### config.mk
export PLATFORM = sky130hd
export DESIGN_NAME = blink_rate_ctrl
export DESIGN_NICKNAME = d
export VERILOG_FILES = /design/src/rtl/blink_rate_ctrl.sv
export SDC_FILE = /design/constraint.sdc
export NUM_CORES = 1
export LEC_CHECK = 0
export CORE_MARGIN = 8
export CORE_UTILIZATION = 50
export DETAILED_ROUTE_END_ITERATION = 7
export GPL_TIMING_DRIVEN = 0
export PLACE_DENSITY = 0.78
export SYNTH_ARGS = -nofsm -noshare
export SYNTH_HDL_FRONTEND = slang
export SYNTH_SLANG_ARGS = --single-unit
### constraint.sdc
create_clock -name clk -period 2 [get_ports clk]
set_clock_uncertainty 0.2 [all_clocks]
set_input_delay 0.4 -clock clk [delete_from_list [all_inputs] [get_ports clk]]
set_output_delay 0.4 -clock clk [all_outputs]
set_load 0.05 [all_outputs]
### src/rtl/blink_rate_ctrl.sv
// blink_rate_ctrl: button synchroniser, debouncer, rate stepper and tick divider.
// Define BLINK_RATE_PAUSE_EN to build the long-press pause feature.
module blink_rate_ctrl #(
  parameter int DEBOUNCE_CYCLES = 8,
  parameter int BASE_DIV        = 4,
  parameter int NUM_RATES       = 4
) (
  input  logic                         clk,
  input  logic                         rst,
  input  logic                         btn_in,
  output logic                         tick,
  output logic [$clog2(NUM_RATES)-1:0] rate_idx,
  output logic                         btn_pressed,
  output logic                         paused
);

  localparam int RW = $clog2(NUM_RATES);
  localparam int DW = $clog2(DEBOUNCE_CYCLES*4+1);
  localparam int CW = $clog2(BASE_DIV << (NUM_RATES-1));

  localparam logic [DW-1:0] DEB_LAST = DW'(DEBOUNCE_CYCLES-1);
`ifdef BLINK_RATE_PAUSE_EN
  localparam logic [DW-1:0] LONG_LAST = DW'(4*DEBOUNCE_CYCLES-1);
  localparam logic [DW-1:0] LONG_PRE  = DW'(4*DEBOUNCE_CYCLES-2);
`endif

  localparam logic [1:0] IDLE_LO = 2'd0;
  localparam logic [1:0] WAIT_HI = 2'd1;
  localparam logic [1:0] IDLE_HI = 2'd2;
  localparam logic [1:0] WAIT_LO = 2'd3;

  logic          sync1_q, sync2_q;
  logic          btn_s;
  logic [1:0]    state_q, state_d;
  logic [DW-1:0] deb_cnt_q, deb_cnt_d;
  logic          press_d;
  logic [RW-1:0] rate_q;
  logic [CW-1:0] div_q, div_d;
  logic [CW-1:0] last_cnt;
  logic          tick_q, tick_d;
  logic          btn_pressed_q;
  logic          paused_d;
`ifdef BLINK_RATE_PAUSE_EN
  logic          long_d;
  logic          paused_q;
`endif

  // Two-flop synchroniser for the asynchronous raw button
  always_ff @(posedge clk or posedge rst) begin
    if (rst) begin
      sync1_q <= 1'b0;
      sync2_q <= 1'b0;
    end else begin
      sync1_q <= btn_in;
      sync2_q <= sync1_q;
    end
  end

  assign btn_s = sync2_q;

  // Debounce FSM: a level must hold for DEBOUNCE_CYCLES samples to be accepted
  always_comb begin
    state_d   = state_q;
    deb_cnt_d = deb_cnt_q;
    press_d   = 1'b0;
`ifdef BLINK_RATE_PAUSE_EN
    long_d    = 1'b0;
`endif
    unique case (state_q)
      IDLE_LO: begin
        if (btn_s) begin
          state_d   = WAIT_HI;
          deb_cnt_d = '0;
        end
      end
      WAIT_HI: begin
        if (!btn_s) begin
          state_d = IDLE_LO;
        end else if (deb_cnt_q == DEB_LAST) begin
          state_d = IDLE_HI;
          press_d = 1'b1;
        end else begin
          deb_cnt_d = deb_cnt_q + DW'(1);
        end
      end
      IDLE_HI: begin
        if (!btn_s) begin
          state_d   = WAIT_LO;
          deb_cnt_d = '0;
        end
`ifdef BLINK_RATE_PAUSE_EN
        // Keep timing the hold; toggle pause once, then saturate
        else if (deb_cnt_q != LONG_LAST) begin
          deb_cnt_d = deb_cnt_q + DW'(1);
          long_d    = (deb_cnt_q == LONG_PRE);
        end
`endif
      end
      WAIT_LO: begin
        if (btn_s) begin
          state_d = IDLE_HI;
`ifdef BLINK_RATE_PAUSE_EN
          // Release bounce must not be mistaken for a fresh long hold
          deb_cnt_d = LONG_LAST;
`endif
        end else if (deb_cnt_q == DEB_LAST) begin
          state_d = IDLE_LO;
        end else begin
          deb_cnt_d = deb_cnt_q + DW'(1);
        end
      end
      default: begin
        state_d   = IDLE_LO;
        deb_cnt_d = '0;
      end
    endcase
  end

  // Debounce state and counter registers
  always_ff @(posedge clk or posedge rst) begin
    if (rst) begin
      state_q   <= IDLE_LO;
      deb_cnt_q <= '0;
    end else begin
      state_q   <= state_d;
      deb_cnt_q <= deb_cnt_d;
    end
  end

`ifdef BLINK_RATE_PAUSE_EN
  assign paused_d = paused_q ^ long_d;

  // Pause flag flips once per long press
  always_ff @(posedge clk or posedge rst) begin
    if (rst) paused_q <= 1'b0;
    else     paused_q <= paused_d;
  end

  assign paused = paused_q;
`else
  assign paused_d = 1'b0;
  assign paused   = 1'b0;
`endif

  // Terminal count for the current rate: (BASE_DIV << rate) - 1
  assign last_cnt = CW'((BASE_DIV << rate_q) - 1);

  // Divider: a press restarts the period, pause freezes the count
  always_comb begin
    div_d  = div_q;
    tick_d = 1'b0;
    if (press_d) begin
      div_d = '0;
    end else if (!paused_d) begin
      if (div_q == last_cnt) begin
        div_d  = '0;
        tick_d = 1'b1;
      end else begin
        div_d = div_q + CW'(1);
      end
    end
  end

  // Rate index, divider and registered output pulses
  always_ff @(posedge clk or posedge rst) begin
    if (rst) begin
      rate_q        <= '0;
      div_q         <= '0;
      tick_q        <= 1'b0;
      btn_pressed_q <= 1'b0;
    end else begin
      if (press_d) rate_q <= rate_q + RW'(1);
      div_q         <= div_d;
      tick_q        <= tick_d;
      btn_pressed_q <= press_d;
    end
  end

  assign tick        = tick_q;
  assign rate_idx    = rate_q;
  assign btn_pressed = btn_pressed_q;

endmodule

==> results.json <==
{
  "first_pass_iters": 4,
  "placed_cells": 118,
  "ys_ff_latch": 19,
  "min_period_ns": 1.92,
  "min_path_type": "reg -> reg",
  "clk_latency_ns": 0.29,
  "synth.top_cell.area_share_pct": 49.2,
  "ir_worst_vdd_mv": 0.626,
  "hold_ws_ns": 0.175,
  "final-hold-violation-count": 0,
  "setup_viol": 0,
  "clk_pin_slew_ns": 0.11,
  "tightest_slew_ns": 0.693,
  "vias": 648,
  "place_ws_ns": -0.120,
  "power_density_mw_per_mm2": 1130,
  "drt-vias-per-instance": 5.10,
  "synth_warnings": 0,
  "path_max_fanout": 5,
  "h-tree-depth": 1,
  "tns_ns": 0,
  "maxCapViolCount": 0,
  "outcome": "finished clean",
  "overflow": 0,
  "cp_data_required_time_ns": 1.99,
  "clockRootBuffer": "clkbuf_4",
  "async_reset_ff_share_pct": 100,
  "yosysUniqueCellTypes": 34,
  "drive_gt1_share_pct": 20.0,
  "fp.dieH_um": 60.0,
  "ys_top_cells_by_area": "dfrtp_1 49%, ha_1 6.5%, xnor2_1 4.5%",
  "maxSlewHeadroom_pct": 53.7,
  "wl_per_cell_um": 12.8,
  "start_kind": "flip-flop",
  "dominantRegCellSynth": "dfrtp_1",
  "slew_violations": 0,
  "fmax_mhz": 521,
  "critPathKind": "reg -> reg",
  "final_nets": 109,
  "dp_hpwl_um": 1130,
  "postCtsHoldBufs": 0,
  "area_growth_syn_to_layout_pct": 16.3,
  "chipWidth_um": 60.0,
  "avgSynthCellArea_um2": 11.4,
  "grt_antenna_before_repair": 0,
  "numCtsBuffers": 3,
  "p_leak_nw": 0.524,
  "drt_iter0_markers": 6,
  "syn_nets": 93,
  "grt_pass1_wl_um": 2840,
  "setup_ws_ns": 0.0805,
  "drcViolationCount": 0,
  "grtUsageTotal_pct": 10.4,
  "totalPowerFinal_w": 0.00127,
  "fp.coreArea_mm2": 0.00190,
  "antenna_cells": 0,
  "initial_utilization_pct": 50.9,
  "cts_buffer_depth": 2,
  "synth_edf_count": 0,
  "fp-row-count": 16,
  "grt_max_degree": 20,
  "period_share_pct": 96.0,
  "post_synth_instance_area_um2": 967,
  "gp_congestion": 0.713,
  "netlist_instances": 85,
  "die-area_mm2": 0.00360,
  "cp.arrival_ns": 1.91,
  "pin_count": 8,
  "port_buffers": 6,
  "seq_area_frac_synth_pct": 49.2,
  "cts_tree": "yes",
  "layout.cells.non_filler": 127,
  "rsz0062_at_grt": "false",
  "wl_um": 1620,
  "ant_nets": 0,
  "end_kind": "flip-flop",
  "grt_pass1_vias": 679,
  "cts_sinks": 19,
  "yosysTopAreaCell": "dfrtp_1"
}
==> Yosys cell counts, types with 2 or more instances <==
library cell  instances
dfrtp_1              19
o21ai_0               3
mux2i_1               2
nand2b_1              4
xor2_1                2
inv_1                 8
ha_1                  5
nand3_1               5
xnor2_1               5
a211oi_1              5
nand2_1               4
==> worst max-delay path, cell delays in order (launching register included) <==
cell     delay, ns
dfrtp_1       0.42
or4b_4        0.56
o21ba_2       0.21
buf_2         0.15
mux2_2        0.27
==> cells by family (layout without fill, tap and decap cells) <==
family	Yosys count	after routing	synth area share, %
AND/OR/NAND/NOR	22	22	15.7
flip-flops	19	19	49.2
AO/OA/AOI/OAI	15	15	11.3
buffers and inverters	12	27	5.95
XOR/XNOR	7	7	6.34
adder cells (fa/ha/maj)	5	5	6.47
multiplexers	4	4	4.79
other	1	1	0.388
==> layer usage <==
layer	global-route usage [%]	routed length, µm	up-vias
li1	-	-	323
met1	12.4	787	315
met2	16.9	770	8
met3	2.80	46	2
met4	5.10	17	0
met5	0	0	-
==> path summary, 6_finish.rpt <==
check	start	end	slack [ns]	depth (start not counted)
max	deb_cnt_q[4]	deb_cnt_q[0]	0.08	4
min	sync1_q	btn_s	0.17	0
max reg2reg	deb_cnt_q[4]	deb_cnt_q[0]	0.08	4
min reg2reg	sync1_q	btn_s	0.17	0
max in group asynchronous	rst	rate_idx[1]	0.86	2
min in group asynchronous	rst	deb_cnt_q[1]	0.30	2
==> sequential cells by signal, summed over array words and instances, names as in the netlist, named ones only <==
register	count
btn_pressed	1
btn_s	1
deb_cnt_q	6
div_q	5
rate_idx	2
state_q	1
sync1_q	1
tick	1
==> placed cells by master, fill, tap and decap left out, drive strengths merged <==
cell           instances
a211oi                 5
conb                   1
o2bb2ai                1
o211ai                 1
dfrtp                 19
ha                     5
clkdlybuf4s50          2
a21oi                  1
a21o                   1
buf                    8
clkinv                 1
and2                   1
mux2i                  2
a32o                   1
nand3                  5
nor2b                  1
inv                    8
mux2                   2
clkbuf                 4
o21ai                  3
nand2                  4
or4b                   2
nor2                   1
or2b                   1
nor4                   1
xnor2                  5
nand2b                 4
dlygate4sd2            4
and3b                  1
o31ai                  1
or4                    1
o21ba                  1
xor2                   2
==> timing repair <==
item,CTS,global route
hold endpoints to repair,0,0
endpoints found under the setup margin,6,5
setup buffers,5,0
pin swaps,1,1
resized for setup,4,1
==> metrics by stage <==
stage	instance area (µm²)	utilization, %
floorplan	967	-
global placement	1060	55.8
detailed placement	1060	55.8
CTS	1120	58.9
global route	1120	59.1
finish	1120	59.1
==> where the power goes <==
part | switching (W) | internal [W] | total, W
Combinational | 0.000264 | 0.000259 | 0.000524
Clock | 0.000117 | 0.0000744 | 0.000192
Sequential | 0.0000815 | 0.000469 | 0.000550
Total | 0.000463 | 0.000803 | 0.00127
==> final cells by class <==
cell class	count	area, µm²
Sequential cell	19	475
Timing Repair Buffer	11	92.6
Clock buffer	3	22.5
Inverter	8	30.0
Fill cell	156	777
Tap cell	27	33.8
Multi-Input combinational cell	54	438
Buffer	4	27.5
Clock inverter	1	5.00
Note: power is estimated with default switching activity, not from simulation.
